--- config.mk ---
export PLATFORM = sky130hd
export DESIGN_NAME = ifetch_unit
export DESIGN_NICKNAME = d
export VERILOG_FILES = /design/src/rtl/ifetch_unit.sv
export SDC_FILE = /design/constraint.sdc
export NUM_CORES = 1
export LEC_CHECK = 0
export CAP_MARGIN = 20
export CORE_UTILIZATION = 27
export CTS_CLUSTER_SIZE = 30
export DETAILED_ROUTE_END_ITERATION = 6
export PLACE_DENSITY = 0.57
export SYNTH_ARGS = -nofsm -noshare
export SYNTH_HDL_FRONTEND = slang
export SYNTH_SLANG_ARGS = --single-unit
--- constraint.sdc ---
create_clock -name clk -period 11.8 [get_ports clk]
set_input_delay 2.36 -clock clk [delete_from_list [all_inputs] [get_ports clk]]
set_output_delay 2.36 -clock clk [all_outputs]
set_load 0.02 [all_outputs]
--- src/rtl/ifetch_unit.sv ---
// Instruction fetch front-end: owns the PC, one outstanding imem read, small in-order instruction buffer.
// rvalid in N -> inst_valid in N+1; fetch requests are withheld while buffer plus in-flight would exceed BUF_DEPTH.
module ifetch_unit #(
  parameter logic [31:0] RESET_PC  = 32'h0000_0000,
  parameter int          BUF_DEPTH = 2
) (
  input  logic        clk,
  input  logic        rstn,
  output logic        imem_req,
  output logic [31:0] imem_addr,
  input  logic        imem_gnt,
  input  logic        imem_rvalid,
  input  logic [31:0] imem_rdata,
  output logic        inst_valid,
  input  logic        inst_ready,
  output logic [31:0] inst,
  output logic [31:0] inst_pc,
  output logic [6:0]  Op,
  output logic [2:0]  Funct3,
  output logic [6:0]  Funct7,
  input  logic        redirect_valid,
  input  logic [2:0]  NPCOp,
  input  logic [31:0] redirect_pc,
  input  logic [31:0] redirect_imm,
  input  logic [31:0] alu_out
);

  localparam int          AW      = (BUF_DEPTH > 1) ? $clog2(BUF_DEPTH) : 1;
  localparam logic [AW:0] DEPTH_C = (AW+1)'(BUF_DEPTH);
  localparam logic [31:0] NOP     = 32'h0000_0013;

  typedef enum logic [1:0] {S_IDLE, S_FETCH, S_WAIT, S_DROP} state_t;

  state_t        r_state, w_state_nx;
  logic [31:0]   r_fetch_pc, w_pc_nx;
  logic          r_req, w_req_nx;
  logic [AW:0]   r_count, w_count_nx;
  logic [AW-1:0] r_rd_ptr, r_wr_ptr, w_rd_ptr_nx, w_wr_ptr_nx;
  logic [31:0]   r_buf_pc  [BUF_DEPTH];
  logic [31:0]   r_buf_dat [BUF_DEPTH];

  logic          w_redirect, w_grant, w_pop, w_push, w_empty;
  logic [31:0]   w_sum, w_target;

  assign w_empty    = (r_count == '0);
  assign w_sum      = redirect_pc + redirect_imm;
  assign w_redirect = redirect_valid &&
                      (NPCOp == 3'b001 || NPCOp == 3'b010 || NPCOp == 3'b100);
  assign w_target   = (NPCOp == 3'b100) ? (alu_out & ~32'h3) : (w_sum & ~32'h3);
  assign w_grant    = r_req && imem_gnt;
  assign w_pop      = !w_empty && inst_ready;
  // A response that coincides with a redirect belongs to the old path and is dropped.
  assign w_push     = (r_state == S_WAIT) && imem_rvalid && !w_redirect;

  always_comb begin
    w_state_nx = r_state;
    w_pc_nx    = r_fetch_pc;
    case (r_state)
      S_IDLE: w_state_nx = S_FETCH;
      S_FETCH: begin
        if (w_redirect) begin
          w_pc_nx    = w_target;
          w_state_nx = w_grant ? S_DROP : S_FETCH;
        end else if (w_grant) begin
          w_pc_nx    = r_fetch_pc + 32'd4;
          w_state_nx = S_WAIT;
        end
      end
      S_WAIT: begin
        if (w_redirect) begin
          w_pc_nx    = w_target;
          w_state_nx = imem_rvalid ? S_FETCH : S_DROP;
        end else if (imem_rvalid) begin
          w_state_nx = S_FETCH;
        end
      end
      S_DROP: begin
        if (w_redirect) w_pc_nx = w_target;
        if (imem_rvalid) w_state_nx = S_FETCH;
      end
      default: w_state_nx = S_IDLE;
    endcase
  end

  always_comb begin
    w_rd_ptr_nx = r_rd_ptr;
    w_wr_ptr_nx = r_wr_ptr;
    w_count_nx  = r_count;
    if (w_redirect) begin
      w_rd_ptr_nx = '0;
      w_wr_ptr_nx = '0;
      w_count_nx  = '0;
    end else begin
      if (w_pop)  w_rd_ptr_nx = r_rd_ptr + AW'(1);
      if (w_push) w_wr_ptr_nx = r_wr_ptr + AW'(1);
      case ({w_push, w_pop})
        2'b10:   w_count_nx = r_count + (AW+1)'(1);
        2'b01:   w_count_nx = r_count - (AW+1)'(1);
        default: w_count_nx = r_count;
      endcase
    end
    // Request is registered from next-state so it never depends on this cycle's grant.
    w_req_nx = (w_state_nx == S_FETCH) && (w_count_nx < DEPTH_C);
  end

  always_ff @(posedge clk or negedge rstn) begin
    if (!rstn) begin
      r_state    <= S_IDLE;
      r_fetch_pc <= RESET_PC;
      r_req      <= 1'b0;
      r_count    <= '0;
      r_rd_ptr   <= '0;
      r_wr_ptr   <= '0;
    end else begin
      r_state    <= w_state_nx;
      r_fetch_pc <= w_pc_nx;
      r_req      <= w_req_nx;
      r_count    <= w_count_nx;
      r_rd_ptr   <= w_rd_ptr_nx;
      r_wr_ptr   <= w_wr_ptr_nx;
    end
  end

  always_ff @(posedge clk) begin
    if (w_push) begin
      r_buf_pc[r_wr_ptr]  <= r_fetch_pc - 32'd4;
      r_buf_dat[r_wr_ptr] <= imem_rdata;
    end
  end

  assign imem_req   = r_req;
  assign imem_addr  = r_fetch_pc;
  assign inst_valid = !w_empty;
  assign inst       = w_empty ? NOP : r_buf_dat[r_rd_ptr];
  assign inst_pc    = w_empty ? 32'h0 : r_buf_pc[r_rd_ptr];
  assign Op         = inst[6:0];
  assign Funct3     = inst[14:12];
  assign Funct7     = inst[31:25];

endmodule

# [Word-level counts from Yosys, hierarchy flattened]
# Memory sizes are Yosys's and may differ from the RTL's.
# Index checks and enable logic that the tools add are counted.
[op_classes] reduce_logical=17 eq_ne=11 add_sub_neg=7 order_cmp=1 muxes=22
[op_table] cell="32-bit two-way mux" count=6
[op_table] cell="32-bit case mux with 2 select lines" count=1
[op_table] cell="32-bit by 3-bit adder with 32-bit output (second input constant)" count=1
[op_table] cell="32-bit adder" count=1
[op_table] cell="32-bit by 3-bit subtractor with 32-bit output (second input constant)" count=1
[op_table] cell="2-bit two-way mux" count=7
[op_table] cell="2-bit case mux with 4 select lines" count=1
[op_table] cell="2-bit by 1-bit == test with 1-bit output (second input constant)" count=3
[op_table] cell="2-bit == test (second input constant)" count=3
[op_table] cell="1-bit logical AND" count=6
[op_table] cell="1-bit two-way mux" count=6
[op_table] cell="2-bit nonzero test" count=3
[op_table] cell="2-bit zero test" count=2
[op_table] cell="2-bit case mux with 2 select lines" count=1
[op_table] cell="3-bit by 1-bit == test with 1-bit output (second input constant)" count=1
[op_table] cell="3-bit by 2-bit == test with 1-bit output (second input constant)" count=1
[op_table] cell="3-bit == test (second input constant)" count=1
[op_table] cell="3-bit inequality test (second input constant)" count=1
[op_table] cell="3-bit AND reduction" count=1
[op_table] cell="1-bit adder (second input constant)" count=2
[op_table] cell="2-bit by 1-bit adder with 2-bit output (second input constant)" count=1
[op_table] cell="1-bit zero test" count=2
[op_table] cell="1-bit logical OR" count=2
[op_table] cell="2-bit less-than comparator (second input constant)" count=1
[op_table] cell="other kinds (3)" count=3
[word_totals] n_memories=2 mem_bits_rw=128 output_inout_bits=115 regBits=39 input_bits=137
[memory_table] memory="r_buf_dat" words=2 word_bits=32 rd=1 rd_clocked_by_memory_dff=0 write_ports=1 line_no="40" text="logic [31:0] r_buf_dat [BUF_DEPTH];"
[memory_table] memory="r_buf_pc" words=2 word_bits=32 rd=1 rd_clocked_by_memory_dff=0 write_ports=1 line_no="39" text="logic [31:0] r_buf_pc [BUF_DEPTH];"

# [Logic depth before layout (Yosys ltp)]
# Gate-level depths: netlist (run 1).
[logic_depth] word_depth=11 ltp_mapped=11 depth_no_buf=9

# [Least setup slack after synthesis (run 1)]
# No wires, ideal clock.
[synth_path] kind="input-to-reg" startpoint="input port NPCOp[0]" endpoint="memory r_buf_dat[0][0] (enable)" stages=5 required_ns=11.318 t_arrival_ns=5.758 slack_ns=5.560 n_path_buf=1 path_cell_list="xor2_1 o211a_1 buf_6 or2_2 nor2_1"
[synth_via] elab_chain_cells=8 elab_cells_between_ends=10 cone_classes="eq/ne (3); mux (2); reduce/logical (5)"
[synth_lines] element="start, declared" line_no="22" text="input logic [2:0] NPCOp,"
[synth_lines] element="3-bit by 1-bit == test with 1-bit output / 3-bit by 2-bit == test with 1-bit output (equally long branches)" line_no="48" text="(NPCOp == 3'b001 || NPCOp == 3'b010 || NPCOp == 3'b100);"
[synth_lines] element="1-bit logical OR" line_no="48"
[synth_lines] element="1-bit logical OR (*)" line_no="48"
[synth_lines] element="1-bit logical AND (*)" line_no="47" text="assign w_redirect = redirect_valid &&"
[synth_lines] element="1-bit zero test (*)" line_no="53" text="assign w_push = (r_state == S_WAIT) && imem_rvalid && !w_redirect;"
[synth_lines] element="1-bit logical AND (*)" line_no="53"
[synth_lines] element="1-bit two-way mux (*)" line_no="125" text="if (w_push) begin"
[synth_lines] element="1-bit two-way mux (not written as such) (*)" line_no="127" text="r_buf_dat[r_wr_ptr] <= imem_rdata;"
[synth_lines] element="end, declared" line_no="40"
# Every way passes the cells marked *; elsewhere a longest branch is shown, timed or not.

# [Worst setup path after layout (run 1)]
[layout_path] startpoint="input port NPCOp[0]" endpoint="memory r_buf_pc[1][31] (enable)"
[layout_via] elab_chain_cells=8 elab_cells_between_ends=10 cone_classes="eq/ne (3); mux (2); reduce/logical (5)"
[layout_lines] element="3-bit by 1-bit == test with 1-bit output / 3-bit by 2-bit == test with 1-bit output (equally long branches)" line_no="48"
[layout_lines] element="1-bit logical OR" line_no="48"
[layout_lines] element="1-bit logical OR (*)" line_no="48"
[layout_lines] element="1-bit logical AND (*)" line_no="47"
[layout_lines] element="1-bit zero test (*)" line_no="53"
[layout_lines] element="1-bit logical AND (*)" line_no="53"
[layout_lines] element="1-bit two-way mux (*)" line_no="125"
[layout_lines] element="1-bit two-way mux (not written as such) (*)" line_no="126" text="r_buf_pc[r_wr_ptr] <= r_fetch_pc - 32'd4;"
[layout_lines] element="end, declared" line_no="39"
# Marks and branches as above.

==> impl_results.md, run 1 <==
* Post-synth EDFFs at between 100 and 150
* Routability congestion estimate at 0.789
* P_sw at 0.000775 W
* Clock power frac at between 20% and 30%
* Grt total ovfl at 0
* YS warnings at 0
* FFs w/ async S/R, synth at 23.0%
* I/O pin cnt at 252
* Non-Filler Instances at 1580
* Worst R2R Start: imem_addr[4]$_DFFE_PN0P_
* Worst setup EP type: flop
* Syn Inst Count at 905
* Post-DR wirelength/cell at 16.2 um
* Fmax at 198 MHz
* Crit path max fanout at 32
* Post-synthesis sequential area ratio at a little under 50%
* HP Class: flop to flop
* Detail Placement HPWL at 19.0 mm
* Sinks on Clock Net at 161
* Placed Cells at 1548
* Initial DRC Count at 413
* CTS Hold Buffers Added at 0
* Syn avg cell area at 10.5 um^2
* Proportion of layout cells with a drive suffix above 1 at 6.84%
* Fin area at 0.0128 mm^2
* RSZ-0062 raised after global routing: false
* Post CTS Setup Buffer Count at 0
* Via count at approximately 7.6k
* CTS tree: yes
* Die Y-Extent at 189 um
* Max-slew violation count at 0
* Synth Register Bits at between 150 and 200
* Synth area leaders: edfxtp_1 (39%), dfrtp_1 (9.8%), mux2i_1 (6.9%)
* DP Worst Slack at 6.23 ns
* Internal Power at 0.00133 W
* Hold path depth at 2
* Global-route wire length before repair at ~40 mm
* Max IR drop VDD at ~0.075 mV
* Vias in the first global route at about 7.3k
* Antenna Violating Nets Remaining at 0
* Distinct cells, synth at 85
* Final period utilization at about 43%
* Startpoint Class: primary input
* Clk slew on worst S/H paths at 0.07 ns
* Setup Skew at 0.0110 ns
* Initial core utilization at 27.4%
* Setup_tns at 0 ns
* Die Width at 189 um
* PnR worst setup slack at approximately 6.8 ns
* Num rows at 68
* Worst skew pair latency at about 0.43 ns
* Final wirelength at between 20 and 30 mm
* Cell Area, Placed at between 0.01 and 0.015 mm^2
* Hold_sp: r_wr_ptr$_DFFE_PN0P_
* Slew headroom at 31.2%
* Netlist Area Pre-Place at 0.00946 mm^2
* Logic pwr share at 32.9%
* Vias per cell at 4.80
* Root Buffer: clkbuf_16
* CTS H-tree lvls at 4
* Total track usage at ~14%
* Initial antenna violation count at 0
* MaxCap Viol Count at 0
* Part of the power in registers at between 40% and 50%
* Net Sw Frac at a little under two fifths
* Drt pass-1 iters at 5
* Required time of the worst setup path at 11.87 ns
* Slew @ Worst Pin at 1.02 ns
* Final setup fails at 0
* N_diodes at 0
* Syn-to-layout area delta at 34.9%
* Status: finished, final reports clean
* Minimum clock period at approximately 5.0 ns
* Post-synth top area cell: edfxtp_1
* Pwr dens at 165 mW/mm^2
* Cells on worst reg2reg path at 7
* CTS max path bufs at 2
* Die Area at 0.0358 mm^2
* Largest net degree at the start of global routing at 61
* Input/output buffers at ~250
* Nets at between 1k and 1.5k
* Top cell type's share of synthesized area at 39.3%
* P_leak at ~4.4 nW
* Number of CTS-inserted buffers at 17
* Worst EP arrival at 5.12 ns
* Worst hold endpoint: r_wr_ptr$_DFFE_PN0P_
* Core area at 0.0345 mm^2
* Reg2Reg Setup Slack at ~9.0 ns
* Drt drc at 0
* CP Class: primary input to flop
* Reg-to-Reg End: r_buf_pc[0][31]$_DFFE_PP_
* Synth Flop Type: edfxtp_1
* Final hold violations at 0
* Fill cells at 3446
* Post_cts resized at 0
[worst max-delay path by stage]
stage | start | endpoint | slack, ns | depth (start not counted)
floorplan | NPCOp[0] | r_buf_dat[0][0]$_DFFE_PP_ | 5.56 | 5
CTS | NPCOp[0] | r_buf_dat[0][29]$_DFFE_PP_ | 6.69 | 6
global route | NPCOp[0] | r_buf_dat[0][29]$_DFFE_PP_ | 6.58 | 6
global placement | NPCOp[0] | r_buf_dat[0][28]$_DFFE_PP_ | 6.25 | 6
finish | NPCOp[0] | r_buf_pc[1][31]$_DFFE_PP_ | 6.75 | 7
detailed placement | NPCOp[0] | r_buf_dat[0][28]$_DFFE_PP_ | 6.23 | 6
[layout make-up]
cell class / count / area, um^2 / area share [%]
Inverter: 15 / 56.3 / 0.441
Multi-Input combinational cell: 661 / 4370 / 34.2
Timing Repair Buffer: 256 / 2550 / 20.0
Clock inverter: 14 / 129 / 1.01
Tap cell: 455 / 569 / 4.46
Clock buffer: 18 / 439 / 3.44
Sequential cell: 161 / 4650 / 36.5
[cells in the final DEF, fill, tap and decap left out, types with 34 or more instances in the layout]
| cell type | n |
|---|---|
| clkdlybuf4s50_1 | 244 |
| nor2_1 | 120 |
| edfxtp_1 | 124 |
| mux2i_1 | 65 |
| nand2_1 | 62 |
| a21oi_1 | 57 |
| ha_1 | 34 |
| dfrtp_1 | 36 |
| o21ai_0 | 38 |
[routing by layer]
layer | vias to the layer above | global-route usage [%] | routed length, um | share of wire, %
li1 | 3738 | - | - | -
met1 | 3585 | 19.1 | 12100 | 47
met2 | 246 | 22.8 | 11600 | 45
met3 | 20 | 3.47 | 1490 | 5.8
met4 | 0 | 4.13 | 359 | 1.4
met5 | - | 0 | 0 | 0
[power groups by stage]
stage               Sequential, W  Clock, W  Combinational [W]
CTS                      0.000873  0.000556           0.000696
detailed placement       0.000885         0           0.000693
global placement         0.000882         0           0.000683
finish                   0.000871  0.000538           0.000692
global route             0.000889  0.000578           0.000757
floorplan                0.000861         0           0.000436
[registers in the layout, indices dropped and copies added, names as in the netlist]
register   count
imem_addr     30
r_buf_dat     64
r_wr_ptr       1
r_buf_pc      60
r_count        2
r_rd_ptr       1
r_state        2
imem_req       1
[Yosys cell counts (3+ instances only)]
cell type	count
edfxtp_1	124
nor2_1	123
mux2i_1	65
nand2_1	62
a21oi_1	57
o21ai_0	38
dfrtp_1	37
ha_1	34
clkbuf_1	31
xnor2_1	24
xor2_1	24
buf_4	23
nand3_1	21
nor3_1	20
a31oi_1	18
inv_1	15
a21o_1	14
o22ai_1	13
nand2b_1	10
nand4_1	9
o211ai_1	9
a211oi_1	8
and3_1	6
buf_6	6
nor4_1	6
or2_2	6
or3_1	6
buf_1	5
nand3b_1	4
nor2b_1	4
o21ai_1	4
o31ai_1	4
a211o_1	3
a221o_1	3
buf_2	3
nand3_2	3
o21a_1	3
o21bai_1	3
[logic make-up after synthesis]
kind of cell | share of synthesized area (%)
xor gates and xnor gates | 4.44
buffers and inverters | 5.08
other | 0.0396
DFF | 49.1
AOI/OAI and AO/OA | 14.0
muxes | 6.99
and+or+nand+nor | 15.8
adders and majority gates | 4.50
[critical path, cell delays in order]
cell	delay, ns
clkdlybuf4s50_1	0.48
xor2_1	0.19
o211a_1	0.36
or2_2	0.40
inv_1	0.09
and2_2	0.67
buf_4	0.53
[stage by stage]
stage / hold slack [ns] / power [W] / utilization (%)
6_report: 0.618 / 0.00210 / 37.0
4_1_cts: 0.620 / 0.00213 / 37.0
5_1_grt: 0.651 / 0.00222 / 37.0
2_1_floorplan: 0.519 / 0.00130 / -
3_3_place_gp: 0.597 / 0.00156 / 35.2
3_5_place_dp: 0.602 / 0.00158 / 35.3
No activity file was read; power rests on OpenSTA's default activity.
==> run 2, diff against run 1 <==
==> constraint.sdc (replaced) <==
create_clock -name clk -period 4.9 [get_ports clk]
set_input_delay 0.98 -clock clk [delete_from_list [all_inputs] [get_ports clk]]
set_output_delay 0.98 -clock clk [all_outputs]
set_load 0.02 [all_outputs]
==> run 2 against run 1 <==
Effect of this change:
- non-clock buffer count grew 4
- sequential power is 140% higher
- via count decreased by 0.72%
- global-route usage is 0.34 points higher
- die area stayed put
- power rose by 140%
- cell count is 0.25% higher
- wire length rose by 1.4%
- worst hold slack worse by 0.0081 ns
- count of clock-buffer cells in the layout rose by 1
==> impl_results.md, run 2 (synthesized netlist as in run 1, its figures left out) <==
* Root Buffer: clkbuf_16 (unchanged)
* Post CTS Setup Buffer Count at 0 (unchanged)
* Required time of the worst setup path at 3.92 ns (was 11.87 ns)
* Commonest non-fill, non-tap cell in the layout: clkdlybuf4s50_1 (unchanged)
* Worst R2R Start: imem_addr[4]$_DFFE_PN0P_ (unchanged)
* Num rows at 68 (unchanged)
* Drt pass-1 iters at 4 (was 5)
* Input/output buffers at 245 (unchanged)
* Worst EP arrival at 2.66 ns (was 5.12 ns)
* CP Class: flop to primary output (was primary input to flop)
* Pwr dens at 399 mW/mm^2 (was 165 mW/mm^2)
* Setup_tns at 0 ns (unchanged)
* Initial core utilization at 27.4% (unchanged)
* Minimum clock period at 3.64 ns
* Worst skew pair latency at 0.43 ns (about the same)
* Cell Area, Placed at 0.0122 mm^2 (about the same)
* Die Area at 0.0358 mm^2 (unchanged)
* Nets at 1287 (was 1283)
* Drt drc at 0 (unchanged)
* Crit path max fanout at 33 (was 32)
* CTS H-tree lvls at 4 (unchanged)
* RSZ-0062 raised after global routing: false (unchanged)
* Global-route wire length before repair at 40.5 mm (was 40.0 mm)
* Via count at 7534 (was 7589)
* Most frequent cells in the layout: clkdlybuf4s50_1 (244), edfxtp_1 (124), nor2_1 (120) (unchanged)
* Max IR drop VDD at 0.229 mV (was 0.0749 mV)
* Max-slew violation count at 0 (unchanged)
* Routability congestion estimate at 0.817 (was 0.789)
* Number of CTS-inserted buffers at 17 (unchanged)
* Vias per cell at 4.76 (was 4.80)
* Proportion of layout cells with a drive suffix above 1 at 7.17% (was 6.84%)
* Reg-to-Reg End: r_buf_pc[0][31]$_DFFE_PP_ (unchanged)
* Startpoint Class: flop (was primary input)
* Fmax at 274 MHz
* Die Y-Extent at 189 um (unchanged)
* CTS tree: yes (unchanged)
* Final hold violations at 0 (unchanged)
* Final setup fails at 0 (unchanged)
* Sinks on Clock Net at 161 (unchanged)
* CTS max path bufs at 2 (unchanged)
* Placed Cells at 1552 (was 1548)
* Worst setup EP type: primary output (was flop)
* Status: finished, final reports clean (unchanged)
* Fin area at 0.0128 mm^2 (about the same)
* Beginning of the critical path: r_count[0]$_DFFE_PN0P_ (was NPCOp[0])
* CP Capture Point: inst[27] (was r_buf_pc[1][31]$_DFFE_PP_)
* N_diodes at 0 (unchanged)
* Final wirelength at 26.0 mm (was 25.6 mm)
* MaxCap Viol Count at 0 (unchanged)
* Non-Filler Instances at 1584 (was 1580)
* Syn-to-layout area delta at 35.8% (was 34.9%)
* Design Power at 0.00513 W (was 0.00210 W)
* CTS Hold Buffers Added at 0 (unchanged)
* Clk slew on worst S/H paths at 0.06 ns (was 0.07 ns)
* Max FFs per register at 64 (unchanged)
* Final period utilization at 74.4%
* Slew headroom at 37.2% (was 31.2%)
* Die Width at 189 um (unchanged)
* Detail Placement HPWL at 19.6 mm (was 19.0 mm)
* Post_cts resized at 0 (unchanged)
* Antenna Violating Nets Remaining at 0 (unchanged)
* Slew @ Worst Pin at 0.942 ns (was 1.02 ns)
* Cells on worst reg2reg path at 7 (unchanged)
* Total track usage at 14.6% (was 14.3%)
* Reg2Reg Setup Slack at 2.07 ns (was 8.96 ns)
* Busiest grt layer: met2 (unchanged)
* I/O pin cnt at 252 (unchanged)
* Core area at 0.0345 mm^2 (unchanged)
* Setup Skew at 0.0152 ns (was 0.0110 ns)
* Initial DRC Count at 351 (was 413)
* Grt total ovfl at 0 (unchanged)
* Met3 usage in global routing at 4.19% (was 3.47%)
* Vias in the first global route at 7536 (was 7290)
* P_leak at 4.43 nW (was 4.40 nW)
* Initial antenna violation count at 0 (unchanged)
* HP Class: flop to flop (unchanged)
* M1 GR Usage at 18.9% (was 19.1%)
* GR Layer Usage met2 at 23.9% (was 22.8%)
* Top reg by flops: r_buf_dat (unchanged)
* Largest net degree at the start of global routing at 45 (was 61)
* Post-DR wirelength/cell at 16.4 um (was 16.2 um)
==> run 2: cell types whose count changed in the layout (fill, tap and decap cells not counted), sizes merged <==
| cell | before | now |
|---|---|---|
| inv | 22 | 19 |
| clkinv | 6 | 5 |
| buf | 12 | 16 |
| bufinv | 1 | 2 |
| clkbuf | 18 | 19 |
| clkinvlp | 0 | 2 |
==> run 2: critical path, stage by stage (launching register included) <==
cell and delay (ns):
dfrtp_1 0.44, nor2_4 0.63, buf_4 0.44, nor2_1 0.14, clkdlybuf4s50_1 0.56
==> run 2: where the power goes <==
part	internal, W	leakage (nW)	switching, W
clock network	0.000786	0.291	0.000566
registers	0.00173	1.54	0.000367
logic	0.000751	2.59	0.000934
==> run 2: layout make-up <==
cell class | count | area [um^2]
fillers | 3496 | 21700
flip-flops and latches | 161 | 4650
multi-input cells | 661 | 4370
repair buffers | 260 | 2600
well taps | 455 | 569
clock buffers | 19 | 453
clock inverters | 13 | 150
inverters | 15 | 56.3
==> run 2: layer usage <==
layer	wire [um]	vias to the layer above
met5	0	-
li1	-	3740
met2	12000	239
met3	1710	18
met1	12000	3537
met4	281	0
==> run 2: worst min path at each step <==
stage	to	slack, ns	start	cells after the start
global placement	r_wr_ptr$_DFFE_PN0P_	0.59	r_wr_ptr$_DFFE_PN0P_	2
detailed placement	r_wr_ptr$_DFFE_PN0P_	0.60	r_wr_ptr$_DFFE_PN0P_	2
finish	r_wr_ptr$_DFFE_PN0P_	0.61	r_wr_ptr$_DFFE_PN0P_	2
global route	r_wr_ptr$_DFFE_PN0P_	0.67	r_wr_ptr$_DFFE_PN0P_	2
CTS	r_wr_ptr$_DFFE_PN0P_	0.62	r_wr_ptr$_DFFE_PN0P_	2
floorplan	r_wr_ptr$_DFFE_PN0P_	0.52	r_wr_ptr$_DFFE_PN0P_	2
==> run 2: per-stage QoR <==
stage | util (%) | hold slack (ns) | setup WS [ns]
2_1_floorplan | - | 0.519 | 0.0398
3_3_place_gp | 35.4 | 0.591 | 0.926
3_5_place_dp | 35.4 | 0.596 | 0.894
4_1_cts | 37.2 | 0.616 | 1.14
5_1_grt | 37.2 | 0.666 | 1.02
6_report | 37.2 | 0.610 | 1.26
